File: config.mk
export PLATFORM = sky130hd
export DESIGN_NAME = s27_frame_sequencer
export DESIGN_NICKNAME = d
export VERILOG_FILES = /design/src/rtl/s27_frame_sequencer.sv
export SDC_FILE = /design/constraint.sdc
export NUM_CORES = 1
export LEC_CHECK = 0
export ABC_AREA = 1
export BUFFER_PORTS_ARGS = -buffer_cell sky130_fd_sc_hd__buf_2
export CAP_MARGIN = 25
export CORE_ASPECT_RATIO = 0.9
export CORE_UTILIZATION = 30
export CTS_CLUSTER_DIAMETER = 200
export CTS_CLUSTER_SIZE = 20
export DETAILED_ROUTE_END_ITERATION = 12
export PLACE_DENSITY = 0.44
export RECOVER_POWER = 50
export SYNTH_ARGS = -nofsm -noshare
export SYNTH_HDL_FRONTEND = slang
export SYNTH_SLANG_ARGS = --single-unit
export TNS_END_PERCENT = 30
File: constraint.sdc
create_clock -name clk -period 2.1 [get_ports clk]
set_clock_uncertainty 0.2 [all_clocks]
set_input_delay 0.21 -clock clk [delete_from_list [all_inputs] [get_ports clk]]
set_output_delay 0.21 -clock clk [all_outputs]
set_load 0.1 [all_outputs]
File: src/rtl/s27_frame_sequencer.sv
// Rolled s27 evaluator: accepts a packed multi-frame stimulus plus initial flop state,
// steps the 3-flop s27 machine one frame per clock, and returns per-frame G17 and final D-state.
module s27_frame_sequencer #(
    parameter int FRAMES = 5,
    parameter int CNT_W  = 5
) (
    input  logic                  clk,
    input  logic                  rst,
    input  logic                  in_valid,
    output logic                  in_ready,
    input  logic [4*FRAMES-1:0]   in_frames,
    input  logic [2:0]            init_state,
    output logic                  out_valid,
    input  logic                  out_ready,
    output logic [FRAMES-1:0]     g17,
    output logic [2:0]            final_state
);

    typedef enum logic [1:0] {
        IDLE = 2'd0,
        RUN  = 2'd1,
        DONE = 2'd2
    } state_t;

    state_t              state, state_next;
    logic [CNT_W-1:0]    cnt, cnt_next;
    logic [4*FRAMES-1:0] frames_sr, frames_sr_next;
    logic [2:0]          q, q_next;
    logic [FRAMES-1:0]   g17_next;
    logic [2:0]          final_state_next;

    // Current frame always sits in the low nibble; the register shifts right each RUN cycle.
    logic g0, g1, g2, g3;
    logic g5, g6, g7;
    logic n7, n8, n10;
    logic g17_bit;
    logic [2:0] d;
    logic last_frame;

    assign {g3, g2, g1, g0} = frames_sr[3:0];
    assign {g7, g6, g5}     = q;

    assign n8      = ~g1 & g3 & ~g7;
    assign n7      = g6 & ~g0;
    assign n10     = ~(n7 | n8);
    assign g17_bit = g5 | n10;
    assign d[0]    = g0 & ~(~g5 & n8);
    assign d[1]    = ~g17_bit;
    assign d[2]    = ~g2 & (g7 | g1);

    assign last_frame = (cnt == CNT_W'(FRAMES - 1));

    always_comb begin
        // NOTE: every signal gets a default first so no path through the case infers a latch.
        state_next       = state;
        cnt_next         = cnt;
        frames_sr_next   = frames_sr;
        q_next           = q;
        g17_next         = g17;
        final_state_next = final_state;

        case (state)
            IDLE: begin
                if (in_valid && in_ready) begin
                    frames_sr_next = in_frames;
                    q_next         = init_state;
                    cnt_next       = '0;
                    g17_next       = '0;
                    state_next     = RUN;
                end
            end
            RUN: begin
                for (int k = 0; k < FRAMES; k++) begin
                    if (cnt == CNT_W'(k)) g17_next[k] = g17_bit;
                end
                q_next         = d;
                frames_sr_next = frames_sr >> 4;
                if (last_frame) begin
                    final_state_next = d;
                    state_next       = DONE;
                end else begin
                    cnt_next = cnt + 1'b1;
                end
            end
            DONE: begin
                if (out_ready) state_next = IDLE;
            end
            default: state_next = IDLE;
        endcase
    end

    // Handshake flags are registered from the next state so outputs never depend on inputs combinationally.
    always_ff @(posedge clk or posedge rst) begin
        if (rst) begin
            state       <= IDLE;
            cnt         <= '0;
            frames_sr   <= '0;
            q           <= '0;
            g17         <= '0;
            final_state <= '0;
            in_ready    <= 1'b0;
            out_valid   <= 1'b0;
        end else begin
            // NOTE: non-blocking assignments keep every flop sampling pre-edge values.
            state       <= state_next;
            cnt         <= cnt_next;
            frames_sr   <= frames_sr_next;
            q           <= q_next;
            g17         <= g17_next;
            final_state <= final_state_next;
            in_ready    <= (state_next == IDLE);
            out_valid   <= (state_next == DONE);
        end
    end

endmodule

Word-level counts from Yosys, hierarchy flattened
Index checks and enable logic that the tools add are counted.
{"block": "totals", "romBits": 0, "input_bits": 27, "memories": 0, "register_bits": 40, "mem_bits_rw": 0, "wordCells": 74, "latch_bits": 0}
{"block": "classes", "n_addsub": 1, "bitwise_logic": 17, "muxes": 17, "mul": 0, "n_shift": 0, "magnitude_cmp": 0, "div_mod_pow": 0, "n_eq_ne": 14, "n_reduce_logical": 13}
{"op": "$pmux W20 S2", "n": 1}
{"op": "$mux W20", "n": 1}
{"op": "$pmux W5 S2", "n": 2}
{"op": "$reduce_and A3 Y1", "n": 6}
{"op": "$ne A2 B2 Y1 const B", "n": 7}
{"op": "$eq A5 B2 Y1 const B", "n": 2}
{"op": "$mux W5", "n": 2}
{"op": "$not A1 Y1", "n": 8}
{"op": "$and A1 B1 Y1", "n": 6}
{"op": "$mux W2", "n": 3}
{"op": "$pmux W2 S3", "n": 1}
{"op": "$pmux W3 S2", "n": 1}
{"op": "$add A5 B1 Y5 const B", "n": 1}
{"op": "$eq A5 B1 Y1 const B", "n": 1}
{"op": "$eq A5 B3 Y1 const B", "n": 1}
{"op": "$logic_not A5 Y1", "n": 1}
{"op": "$mux W1", "n": 5}
{"op": "$eq A2 B2 Y1 const B", "n": 2}
{"op": "$logic_not A2 Y1", "n": 2}
{"op": "$reduce_and A2 Y1", "n": 2}
{"op": "$mux W3", "n": 1}
{"op": "$or A1 B1 Y1", "n": 3}
{"op": "$eq A2 B1 Y1 const B", "n": 1}
{"op": "$reduce_bool A2 Y1", "n": 1}
{"op": "$logic_and A1 B1 Y1", "n": 1}

Longest topological paths before layout
{"block": "depth", "word_depth": 8, "ltp_mapped": 9}

Least setup slack after synthesis
Ideal clock, no wire load.
{"block": "synth_path", "path_kind": "flip-flop to flip-flop", "startpoint": "register in_ready", "endpoint": "register g17[3]", "stages_incl_launch_ff": 7, "path_buffers": 1, "period_less_slack_ps": 2011, "slack_ps": 89, "arrival_ps": 1691, "path_cell_list": "dfrtp_1 -> nand3_2 -> nand2_4 -> buf_2 -> nand2_1 -> nand2_1 -> nand2_1"}
{"block": "synth_between", "elab_chain_cells": 3}
{"element": "start: declaration", "line_no": "10", "text": "output logic in_ready,"}
{"element": "start signal: assignment", "line_no": "111", "text": "in_ready <= (state_next == IDLE);"}
{"element": "$logic_and A1 B1 Y1", "line_no": "64", "text": "if (in_valid && in_ready) begin"}
{"element": "$ne A2 B2 Y1 (no line)"}
{"element": "$reduce_and A3 Y1 (no line)"}
{"element": "end signal: assignment", "line_no": "109", "text": "g17 <= g17_next;"}
{"element": "end: declaration", "line_no": "15", "text": "output logic [FRAMES-1:0] g17,"}
No other way between the ends.
A chain may end at the register's enable or synchronous reset.

Final worst setup path
{"block": "layout_path", "startpoint": "register state[0]", "endpoint": "register cnt[2]"}
{"block": "layout_between", "elab_chain_cells": 3, "word_cells_on_any_way": 7}
{"element": "start: declaration", "line_no": "25", "text": "state_t state, state_next;"}
{"element": "start signal: assignment", "line_no": "105", "text": "state <= state_next;"}
{"element": "$eq A2 B1 Y1 / $logic_not A2 Y1 (equally long branches)", "line_no": "62", "text": "case (state)"}
{"element": "$ne A2 B2 Y1 (no line) / $reduce_bool A2 Y1 (equally long branches)"}
{"element": "$reduce_and A3 Y1 (no line)"}
{"element": "end signal: assignment", "line_no": "106", "text": "cnt <= cnt_next;"}
{"element": "end: declaration", "line_no": "26", "text": "logic [CNT_W-1:0] cnt, cnt_next;"}
Parallel ways exist; a longest one is shown, timed or not.

==> results.yml <==
outcome:
  status: "finished, final reports clean"
clocking:
  clk_path_buf_depth: 2
  cts_sinks: 40
  cts_max_level: 2
  root_buffer: "clkbuf_8"
  postCtsSetupBuffers: 0
  numCtsBuffers: 5
  clkTransAtPathRegs_ns: 0.08
  cts_tree: "done"
  clkLatencyLatePin_ns: 0.29
  holdBufCountCts: 7
  ctsResizeCount: 0
min_path:
  hp-start: "in_frames[14]"
  min_path_type: "input port to flip-flop"
grt:
  antenna_found_initial: 0
  grtUsageTotal: 0.1473
  grt_start_max_net_pins: 41
  grt_pass1_wl_mm: 7.928
  grt-ovfl-total: 0
  grt_pass1_vias: 1702
placed_design:
  dp_cells: 387
  gp_congestion: 0.7401
  dp_hpwl_mm: 3.343
  portBuffers: 36
sta:
  worst_slew_pin_slew_ns: 1.031
  relSlewSlack: 0.3127
  drv_slew: 0
  setup_viol: 0
  whs_ns: 0.006580
  finalHoldViolations: 0
  fin_crit_sh: 0.8628
  max_freq_ghz: 0.5519
  finalCriticalPeriod_ns: 1.812
  grt_setup_unrepaired: "no"
  fin_tns_setup_ns: 0
synthesis:
  ys_types: 23
  syn_avg_cell_area_um2: 7.706
  yosys_warnings: 0
  synth_fp_nets: 296
  synth-seq-area-share: 0.4902
  synthCells: 265
  ys_seq_elements: 40
  synthesis.area_um2: 2042
worst_setup_path:
  required_ns: 2.13
  crit_start: "state[0]"
  critPathLaunchType: "flip-flop"
  r2r_start: "state[0]"
  worstSetupEndpointType: "flip-flop"
  worstPathMaxFanout: 14
  regToRegSetupSlack_ns: 0.29
  worstPathArrival_ns: 1.85
  critPathKind: "flip-flop to flip-flop"
flow_run:
  drv_cap: 0
final_layout:
  nFillCells: 738
  nets: 342
  area_delta_synth_final_pct: 20.96
  diodes: 0
  drive_above_1_share: 0.1845
  final_cells: 399
  final_cell_mix: "nand2_1 (96), dfrtp_1 (40), buf_2 (31)"
  mostFrequentLayoutCell: "nand2_1"
power_and_ir_drop:
  power_frac_seq: 0.319
  clkPwrFrac: 0.113
  p_comb_frac: 0.568
  power_density_nw_per_um2: 1686
  swShare: 0.5186
  p_switching_mw: 2.159
  cellLeakagePower_nw: 1.316
  irDropWorstVdd_v: 0.0006357
  cell_internal_pwr_mw: 2.005
die:
  ios: 37
  start_util: 0.3100
  die-area_um2: 7141
  row_count: 28
  die_x_um: 88.97
  die_y_um: 80.27
  coreArea_um2: 6586
drt:
  drc_errors: 0
  vias: 1730
  ant_nets: 0
  routedLengthMet1_mm: 2.477
  wl_met3_um: 157
  routed-wl-met2_mm: 1.992
  wl_per_cell_um: 11.77
  wl_mm: 4.697
  highest_layer: "met4"
  drt_iter0_markers: 85
  viasPerCell: 4.336
  dr.pass1.iters: 4
==> metrics by stage <==
stage | power [mW] | area (um^2) | utilization | setup WS [ns]
after floorplan | 3.213 | 2042 | - | 0.08884
after global placement | 3.740 | 2333 | 0.3543 | 0.3280
after detailed placement | 3.732 | 2333 | 0.3543 | 0.3085
after CTS | 4.227 | 2472 | 0.3754 | 0.2773
after global routing | 4.575 | 2470 | 0.3750 | 0.1042
final | 4.164 | 2470 | 0.3750 | 0.2880
==> state kept, by name, indices dropped and copies added, names as in the netlist <==
| register | flops |
|---|---|
| in_ready | 1 |
| out_valid | 1 |
| state | 2 |
| frames_sr | 20 |
| cnt | 5 |
| final_state | 3 |
| q | 3 |
| g17 | 5 |
==> metal layers <==
metal | up-vias | track usage
li1 | 926 | -
met1 | 775 | 0.2085
met2 | 23 | 0.2200
met4 | 0 | 0.05238
met3 | 6 | 0.03186
met5 | - | 0
==> critical path: stages, from the launching register on <==
cell     delay [ns]
dfrtp_1        0.57
inv_2          0.11
nor2_4         0.29
nand3_2        0.27
nand2_2        0.19
nand2_1        0.06
nand2_1        0.07
==> kinds of logic after synthesis <==
kind of cell | Yosys count | share of synthesized area
buffers and inverters | 42 | 0.08762
DFF | 40 | 0.4902
xor gates and xnor gates | 1 | 0.004290
adders and majority gates | 4 | 0.02451
AOI/OAI and AO/OA | 43 | 0.1127
and+or+nand+nor | 135 | 0.2806
==> area by class of cell <==
class | count | area [um^2] | area share
sequential | 40 | 1001 | 0.4053
multi-input combinational | 183 | 862.1 | 0.3490
inverter | 32 | 120.1 | 0.04863
clock buffer | 5 | 68.82 | 0.02786
timing repair buffer | 49 | 305.3 | 0.1236
tap | 90 | 112.6 | 0.04559
==> worst paths after layout <==
check / cells after the start / endpoint
setup / recovery: 6 / cnt[2]
hold / removal: 3 / frames_sr[14]
setup reg to reg: 6 / cnt[2]
hold reg to reg: 2 / g17[2]
max in group asynchronous: 4 / g17[2]
min in group asynchronous: 4 / frames_sr[16]
==> power by group through the flow <==
stage                     registers, mW  clock network, mW  logic [mW]
final                              1.33              0.471        2.36
after global routing               1.37              0.518        2.68
after CTS                          1.33              0.490        2.41
after detailed placement           1.34                  0        2.39
after global placement             1.34                  0        2.40
after floorplan                    1.85                  0        1.36
==> cell usage after synthesis <==
library cell,n,area (um^2)
nand2_1,96,360.4
dfrtp_1,40,1001
inv_1,29,108.9
o21ai_1,19,95.09
nor2_1,14,52.55
nand3_1,12,60.06
o21ai_0,12,60.06
buf_2,8,40.04
a21oi_1,6,30.03
nand4_1,5,31.28
o211ai_1,5,37.54
ha_1,4,50.05
inv_2,3,11.26
nand2_2,2,12.51
nand3_2,2,20.02
buf_4,1,7.510
buf_6,1,11.26
nand2_4,1,11.26
nand3b_1,1,7.510
nor2_2,1,6.260
nor2_4,1,11.26
o21bai_1,1,7.510
xor2_1,1,8.760
Note: power is estimated with default switching activity, not from simulation.
